**src/rtl/conv_win_addr_gen.sv**
```systemverilog
// Sliding-window row address generator for a KSIZE x KSIZE convolution over a
// width x height x channel frame; one address per kernel row per window.
module conv_win_addr_gen #(
   parameter int ADDR_W = 32,
   parameter int DIM_W  = 12,
   parameter int KSIZE  = 3
) (
   input  logic                      clk,
   input  logic                      rst,
   input  logic                      start,
   input  logic [DIM_W-1:0]          width,
   input  logic [DIM_W-1:0]          height,
   input  logic [DIM_W-1:0]          channel,
   input  logic [2:0]                stride,
   input  logic [ADDR_W-1:0]         base_addr,
   input  logic                      out_ready,
   output logic                      out_valid,
   output logic [KSIZE*ADDR_W-1:0]   addr_rows,
   output logic                      row_end,
   output logic                      channel_end,
   output logic                      img_end,
   output logic                      busy,
   output logic                      done,
   output logic                      cfg_err
);

   localparam int CW = DIM_W + 4;

   typedef enum logic [1:0] {IDLE = 2'd0, RUN = 2'd1, DONE = 2'd2} state_t;

   state_t              state_r;
   logic [DIM_W-1:0]    width_r, height_r, channel_r;
   logic [2:0]          stride_r;
   logic [ADDR_W-1:0]   row_step_r, frame_r;
   logic [DIM_W-1:0]    col_r, row_r, ch_r;
   logic [ADDR_W-1:0]   addr_r      [KSIZE];
   logic [ADDR_W-1:0]   row_start_r [KSIZE];
   logic [ADDR_W-1:0]   ch_start_r  [KSIZE];
   logic                out_valid_r, row_end_r, channel_end_r, img_end_r;
   logic                busy_r, done_r, cfg_err_r;

   logic                cfg_ok_s;
   logic [ADDR_W-1:0]   off_s [KSIZE];
   logic [ADDR_W-1:0]   acc_s;
   logic [DIM_W-1:0]    nxt_col_s, nxt_row_s, nxt_ch_s;
   logic [2:0]          first_flags_s, nxt_flags_s;

   // Returns {img_end, channel_end, row_end} for a window; sums are widened so they never wrap.
   function automatic logic [2:0] end_flags(
      input logic [DIM_W-1:0] col, input logic [DIM_W-1:0] row, input logic [DIM_W-1:0] ch,
      input logic [DIM_W-1:0] w,   input logic [DIM_W-1:0] h,   input logic [DIM_W-1:0] c,
      input logic [2:0]       s
   );
      logic re, ce, ie;
      re = (CW'(col) + CW'(s) + CW'(KSIZE)) > CW'(w);
      ce = re && ((CW'(row) + CW'(s) + CW'(KSIZE)) > CW'(h));
      ie = ce && ((CW'(ch) + CW'(1)) == CW'(c));
      return {ie, ce, re};
   endfunction

   // Start-time configuration checks and per-kernel-row offsets (r*width by repeated addition).
   always_comb begin
      cfg_ok_s = (CW'(width) >= CW'(KSIZE)) && (CW'(height) >= CW'(KSIZE)) &&
                 (channel != {DIM_W{1'b0}}) && (stride != 3'd0);
      acc_s = {ADDR_W{1'b0}};
      for (int r = 0; r < KSIZE; r++) begin
         off_s[r] = acc_s;
         acc_s    = acc_s + ADDR_W'(width);
      end
      first_flags_s = end_flags({DIM_W{1'b0}}, {DIM_W{1'b0}}, {DIM_W{1'b0}},
                                width, height, channel, stride);
   end

   // Next window position (col fastest, then row, then channel) and its end flags.
   always_comb begin
      nxt_col_s = col_r;
      nxt_row_s = row_r;
      nxt_ch_s  = ch_r;
      if (!row_end_r) begin
         nxt_col_s = col_r + DIM_W'(stride_r);
      end else if (!channel_end_r) begin
         nxt_col_s = {DIM_W{1'b0}};
         nxt_row_s = row_r + DIM_W'(stride_r);
      end else begin
         nxt_col_s = {DIM_W{1'b0}};
         nxt_row_s = {DIM_W{1'b0}};
         nxt_ch_s  = ch_r + DIM_W'(1);
      end
      nxt_flags_s = end_flags(nxt_col_s, nxt_row_s, nxt_ch_s,
                              width_r, height_r, channel_r, stride_r);
   end

   // Frame FSM; addresses move by stride, row step or frame size, so no multiply per window.
   always_ff @(posedge clk or posedge rst) begin
      if (rst) begin
         state_r       <= IDLE;
         width_r       <= {DIM_W{1'b0}};
         height_r      <= {DIM_W{1'b0}};
         channel_r     <= {DIM_W{1'b0}};
         stride_r      <= 3'd0;
         row_step_r    <= {ADDR_W{1'b0}};
         frame_r       <= {ADDR_W{1'b0}};
         col_r         <= {DIM_W{1'b0}};
         row_r         <= {DIM_W{1'b0}};
         ch_r          <= {DIM_W{1'b0}};
         out_valid_r   <= 1'b0;
         row_end_r     <= 1'b0;
         channel_end_r <= 1'b0;
         img_end_r     <= 1'b0;
         busy_r        <= 1'b0;
         done_r        <= 1'b0;
         cfg_err_r     <= 1'b0;
         for (int r = 0; r < KSIZE; r++) begin
            addr_r[r]      <= {ADDR_W{1'b0}};
            row_start_r[r] <= {ADDR_W{1'b0}};
            ch_start_r[r]  <= {ADDR_W{1'b0}};
         end
      end else begin
         case (state_r)
            IDLE: begin
               done_r    <= 1'b0;
               cfg_err_r <= 1'b0;
               if (start) begin
                  width_r    <= width;
                  height_r   <= height;
                  channel_r  <= channel;
                  stride_r   <= stride;
                  // Configuration-time products, outside the per-window path.
                  row_step_r <= ADDR_W'(width) * ADDR_W'(stride);
                  frame_r    <= ADDR_W'(width) * ADDR_W'(height);
                  busy_r     <= 1'b1;
                  if (cfg_ok_s) begin
                     state_r       <= RUN;
                     out_valid_r   <= 1'b1;
                     col_r         <= {DIM_W{1'b0}};
                     row_r         <= {DIM_W{1'b0}};
                     ch_r          <= {DIM_W{1'b0}};
                     img_end_r     <= first_flags_s[2];
                     channel_end_r <= first_flags_s[1];
                     row_end_r     <= first_flags_s[0];
                     for (int r = 0; r < KSIZE; r++) begin
                        addr_r[r]      <= base_addr + off_s[r];
                        row_start_r[r] <= base_addr + off_s[r];
                        ch_start_r[r]  <= base_addr + off_s[r];
                     end
                  end else begin
                     state_r   <= DONE;
                     done_r    <= 1'b1;
                     cfg_err_r <= 1'b1;
                  end
               end
            end
            RUN: begin
               if (out_valid_r && out_ready) begin
                  if (img_end_r) begin
                     state_r       <= DONE;
                     out_valid_r   <= 1'b0;
                     done_r        <= 1'b1;
                     row_end_r     <= 1'b0;
                     channel_end_r <= 1'b0;
                     img_end_r     <= 1'b0;
                  end else begin
                     col_r         <= nxt_col_s;
                     row_r         <= nxt_row_s;
                     ch_r          <= nxt_ch_s;
                     img_end_r     <= nxt_flags_s[2];
                     channel_end_r <= nxt_flags_s[1];
                     row_end_r     <= nxt_flags_s[0];
                     for (int r = 0; r < KSIZE; r++) begin
                        if (!row_end_r) begin
                           addr_r[r] <= addr_r[r] + ADDR_W'(stride_r);
                        end else if (!channel_end_r) begin
                           row_start_r[r] <= row_start_r[r] + row_step_r;
                           addr_r[r]      <= row_start_r[r] + row_step_r;
                        end else begin
                           ch_start_r[r]  <= ch_start_r[r] + frame_r;
                           row_start_r[r] <= ch_start_r[r] + frame_r;
                           addr_r[r]      <= ch_start_r[r] + frame_r;
                        end
                     end
                  end
               end
            end
            DONE: begin
               state_r   <= IDLE;
               busy_r    <= 1'b0;
               done_r    <= 1'b0;
               cfg_err_r <= 1'b0;
            end
            default: begin
               state_r     <= IDLE;
               out_valid_r <= 1'b0;
               busy_r      <= 1'b0;
               done_r      <= 1'b0;
               cfg_err_r   <= 1'b0;
            end
         endcase
      end
   end

   for (genvar g = 0; g < KSIZE; g++) begin : g_rows
      assign addr_rows[g*ADDR_W +: ADDR_W] = addr_r[g];
   end

   assign out_valid   = out_valid_r;
   assign row_end     = row_end_r;
   assign channel_end = channel_end_r;
   assign img_end     = img_end_r;
   assign busy        = busy_r;
   assign done        = done_r;
   assign cfg_err     = cfg_err_r;

endmodule

```
**config.mk**
```make
export PLATFORM = sky130hd
export DESIGN_NAME = conv_win_addr_gen
export DESIGN_NICKNAME = d
export VERILOG_FILES = /design/src/rtl/conv_win_addr_gen.sv
export SDC_FILE = /design/constraint.sdc
export NUM_CORES = 2
export LEC_CHECK = 0
export ABC_CLOCK_PERIOD_IN_PS = 21300
export CAP_MARGIN = 20
export CORE_UTILIZATION = 60
export CTS_CLUSTER_SIZE = 20
export DETAILED_ROUTE_END_ITERATION = 16
export GPL_ROUTABILITY_DRIVEN = 1
export PLACE_DENSITY = 0.79
export SLEW_MARGIN = 20
export SYNTH_ARGS = -nofsm -noshare
export SYNTH_HDL_FRONTEND = slang
export SYNTH_SLANG_ARGS = --single-unit
```
**constraint.sdc**
```tcl
create_clock -name clk -period 21.3 [get_ports clk]
set_input_delay 3.195 -clock clk [delete_from_list [all_inputs] [get_ports clk]]
set_output_delay 3.195 -clock clk [all_outputs]
set_load 0.03 [all_outputs]
```
==> results.sh <==
export IMPL_outcome="finished, final reports clean"
export IMPL_ys_seq_area_share_pct=27.3
export IMPL_switching_power_mw=3.69
export IMPL_dieWidth_um=253
export IMPL_critical_path_class="input port to register"
export IMPL_core_area_sq_mm=0.0619
export IMPL_nNetsFinal=5282
export IMPL_rr_startpoint="row_end$_DFFE_PP0P_"
export IMPL_synth_area_leaders="dfrtp_1 (27%), ha_1 (9.3%), nand2_1 (7.3%)"
export IMPL_synthSimpleGateAreaFrac_pct=21.0
export IMPL_drt_wirelength_per_cell_um=22.7
export IMPL_vias_per_cell=6.40
export IMPL_dr_total_vias=36319
export IMPL_drc=0
export IMPL_placed_cell_area_sq_mm=0.0401
export IMPL_ir_worst_vdd_mv=0.103
export IMPL_place_gp_congestion=1.03
export IMPL_worst_clock_skew_ns=0.0166
export IMPL_crit_required_ns=21.78
export IMPL_numPortBuffers=177
export IMPL_leakage_nw=18.8
export IMPL_worst_slew_pin_slew_ns=1.15
export IMPL_drv_cap=0
export IMPL_grt_max_degree=120
export IMPL_async_flop_share_pct=100
export IMPL_post_route_cell_area_sq_mm=0.0418
export IMPL_io_pins=178
export IMPL_synth_seq_cells=411
export IMPL_first_pass_iters=6
export IMPL_synth_edf_count=0
export IMPL_postCtsSetupBuffers=0
export IMPL_p_sw_share_pct=52.0
export IMPL_synthTopCellsByCount="nand2_1 (732), dfrtp_1 (411), nor2_1 (387)"
export IMPL_fin_crit_sh_pct=41.7
export IMPL_die_y_um=253
export IMPL_totalWireLength_um=129000
export IMPL_synth_compound_area_share_pct=20.8
export IMPL_initialDrtViolationCount=3789
export IMPL_groute_usage_overall_pct=40.3
export IMPL_dp_cells=5587
export IMPL_syn_num_nets=5242
export IMPL_grt_first_pass_wirelength_um=198000
export IMPL_worstSkewPairLatency_ns=0.62
export IMPL_critPathArrivalTime_ns=9.36
export IMPL_antenna_found_initial=1
export IMPL_clkPwrFrac_pct=12.6
export IMPL_finalHoldViolations=0
export IMPL_htree_num_levels=2
export IMPL_multi_input_area_sq_mm=0.0255
export IMPL_synth_xor_area_share_pct=8.19
export IMPL_syn_area_per_cell_sq_um=7.93
export IMPL_synth_top_family_by_area="simple AND/OR/NAND/NOR gates"
export IMPL_hold_buffers=0
export IMPL_whs_ns=0.476
export IMPL_setup_tns_ns=0
export IMPL_antenna_left=0
export IMPL_grt_pass1_vias=34488
export IMPL_fin_cells=5675
export IMPL_finalMaxSlewViolations=0
export IMPL_synth_top_area_share_pct=27.3
export IMPL_path_max_fanout=19
export IMPL_initial_core_util_pct=60.9
export IMPL_die_area_sq_mm=0.0639
export IMPL_min_period_ns=8.87
export IMPL_fmax_mhz=113
export IMPL_cts_sinks=411
export IMPL_synth_most_common_cell="nand2_1"
export IMPL_cts_root_buffer="clkbuf_16"
export IMPL_p_seq_share_pct=22.7
export IMPL_crit_path_end="frame_r[22]$_DFFE_PP0P_"
export IMPL_postSynthCellCount=4761
export IMPL_ff_latch_area_sq_mm=0.0103
export IMPL_rsz0062_at_grt="no"
export IMPL_setup_viol=0
export IMPL_clk_path_buf_depth=3
export IMPL_cp_startpoint="width[2]"
export IMPL_rrSetupSlack_ns=16.19
export IMPL_dp_hpwl_um=93900
export IMPL_yosysUniqueCellTypes=101
export IMPL_ys_warnings_count=0
export IMPL_fillers=5296
export IMPL_netlist_area_sq_mm=0.0377
export IMPL_syn_to_final_growth_pct=10.8
export IMPL_endpoint_kind="register"
export IMPL_final_layout_size_suffix_gt1_share_pct=4.03
export IMPL_cts_buffers=49
export IMPL_synth_fa_ha_area_share_pct=16.0
export IMPL_muxShareOfSynthArea_pct=1.35
export IMPL_powerDensity_mw_per_mm2=170
export IMPL_overflow=0
export IMPL_r2r_cells=17
export IMPL_cp_start_kind="input port"
export IMPL_ctsResizeCount=0
export IMPL_synth_area_leader_cell="dfrtp_1"
export IMPL_r2r_end="channel_end$_DFFE_PP0P_"
export IMPL_path_clk_slew_ns=0.06
export IMPL_relSlewSlack_pct=23.4
export IMPL_power_frac_comb_pct=64.7
export IMPL_rows=91
export IMPL_synth_ff_type="dfrtp_1"
export IMPL_holdCritPathClass="register to register"
export IMPL_cts_tree="done"
export IMPL_intPower_mw=3.41
==> power groups by stage <==
| stage | sequential [mW] | clock [mW] | combinational (mW) |
|---|---|---|---|
| 2_1_floorplan | 1.56 | 0 | 3.16 |
| 3_3_place_gp | 1.59 | 0 | 4.39 |
| 3_5_place_dp | 1.60 | 0 | 4.48 |
| 4_1_cts | 1.59 | 0.898 | 4.52 |
| 5_1_grt | 1.64 | 0.925 | 5.05 |
| 6_report | 1.61 | 0.896 | 4.60 |
==> placed cells by master (no fill, tap or decap), types with 36 or more instances in the layout <==
cell type	count
nand2_1	729
dfrtp_1	409
nor2_1	382
o21ai_0	377
a21oi_1	327
inv_1	296
ha_1	280
xnor2_1	200
clkdlybuf4s50_1	177
nand3_1	161
xor2_1	153
fa_1	126
and2_1	86
nor3_1	73
a31oi_1	65
a21o_1	63
and3_1	61
nand4_1	55
a211oi_1	53
o21a_1	53
clkbuf_16	51
o211ai_1	49
buf_4	48
nand2b_1	36
==> worst min path at each step <==
stage | slack (ns) | start | end | cells after the start
2_1_floorplan | 0.44 | ch_start_r[18]$_DFFE_PP0P_ | ch_start_r[18]$_DFFE_PP0P_ | 2
5_1_grt | 0.50 | row_start_r[0]$_DFFE_PP0P_ | row_start_r[0]$_DFFE_PP0P_ | 1
3_5_place_dp | 0.46 | ch_start_r[53]$_DFFE_PP0P_ | ch_start_r[53]$_DFFE_PP0P_ | 2
4_1_cts | 0.47 | ch_start_r[53]$_DFFE_PP0P_ | ch_start_r[53]$_DFFE_PP0P_ | 2
6_report | 0.48 | ch_start_r[53]$_DFFE_PP0P_ | ch_start_r[53]$_DFFE_PP0P_ | 2
3_3_place_gp | 0.45 | ch_start_r[5]$_DFFE_PP0P_ | ch_start_r[5]$_DFFE_PP0P_ | 2
==> through the flow <==
step | total power [mW] | setup WS [ns] | util [%]
after floorplan | 4.73 | 6.67 | -
after CTS | 7.00 | 12.55 | 67.5
after global routing | 7.62 | 12.10 | 67.5
after global placement | 5.98 | 12.07 | 64.8
final | 7.10 | 12.43 | 67.5
after detailed placement | 6.08 | 11.95 | 64.8
==> sequential cells by signal (all words and copies together), names as in the netlist, 3 cells and up <==
signal       flops
addr_rows       96
ch_r            12
ch_start_r      96
channel_r       12
col_r           12
frame_r         24
height_r        12
row_r           12
row_start_r     96
row_step_r      15
stride_r         3
width_r         12
==> cell type report <==
cell class | count | share of cell area [%]
sequential | 411 | 24.6
timing repair buffer | 227 | 5.21
clock inverter | 11 | 0.344
clock buffer | 76 | 3.66
inverter | 298 | 2.69
antenna | 1 | 0.00598
multi-input combinational | 3814 | 61.0
tap | 837 | 2.50
==> worst max-delay path, stage by stage <==
cell             delay [ns]
clkdlybuf4s50_1        1.23
and2_1                 0.28
fa_1                   0.45
fa_1                   0.51
fa_1                   0.52
fa_1                   0.55
inv_1                  0.06
fa_1                   0.52
inv_1                  0.04
ha_1                   0.36
a21oi_1                0.35
nor2_1                 0.09
a221oi_1               0.32
a211o_1                0.20
o21ai_1                0.10
o41ai_1                0.33
xor2_1                 0.18
o21ai_1                0.07
==> routing by layer <==
metal / wire length [um] / global-route usage [%]
met5: 9 / 0
met4: 11100 / 30.3
met3: 11700 / 6.96
met2: 57000 / 62.7
met1: 49000 / 50.1
==> logic make-up after synthesis <==
kind of cell             Yosys count
AO/OA/AOI/OAI                   1266
XOR/XNOR                         353
adder cells (fa/ha/maj)          406
buffers and inverters            536
flip-flops                       411
multiplexers                      49
AND/OR/NAND/NOR                 1740
No activity file was read; power rests on OpenSTA's default activity.
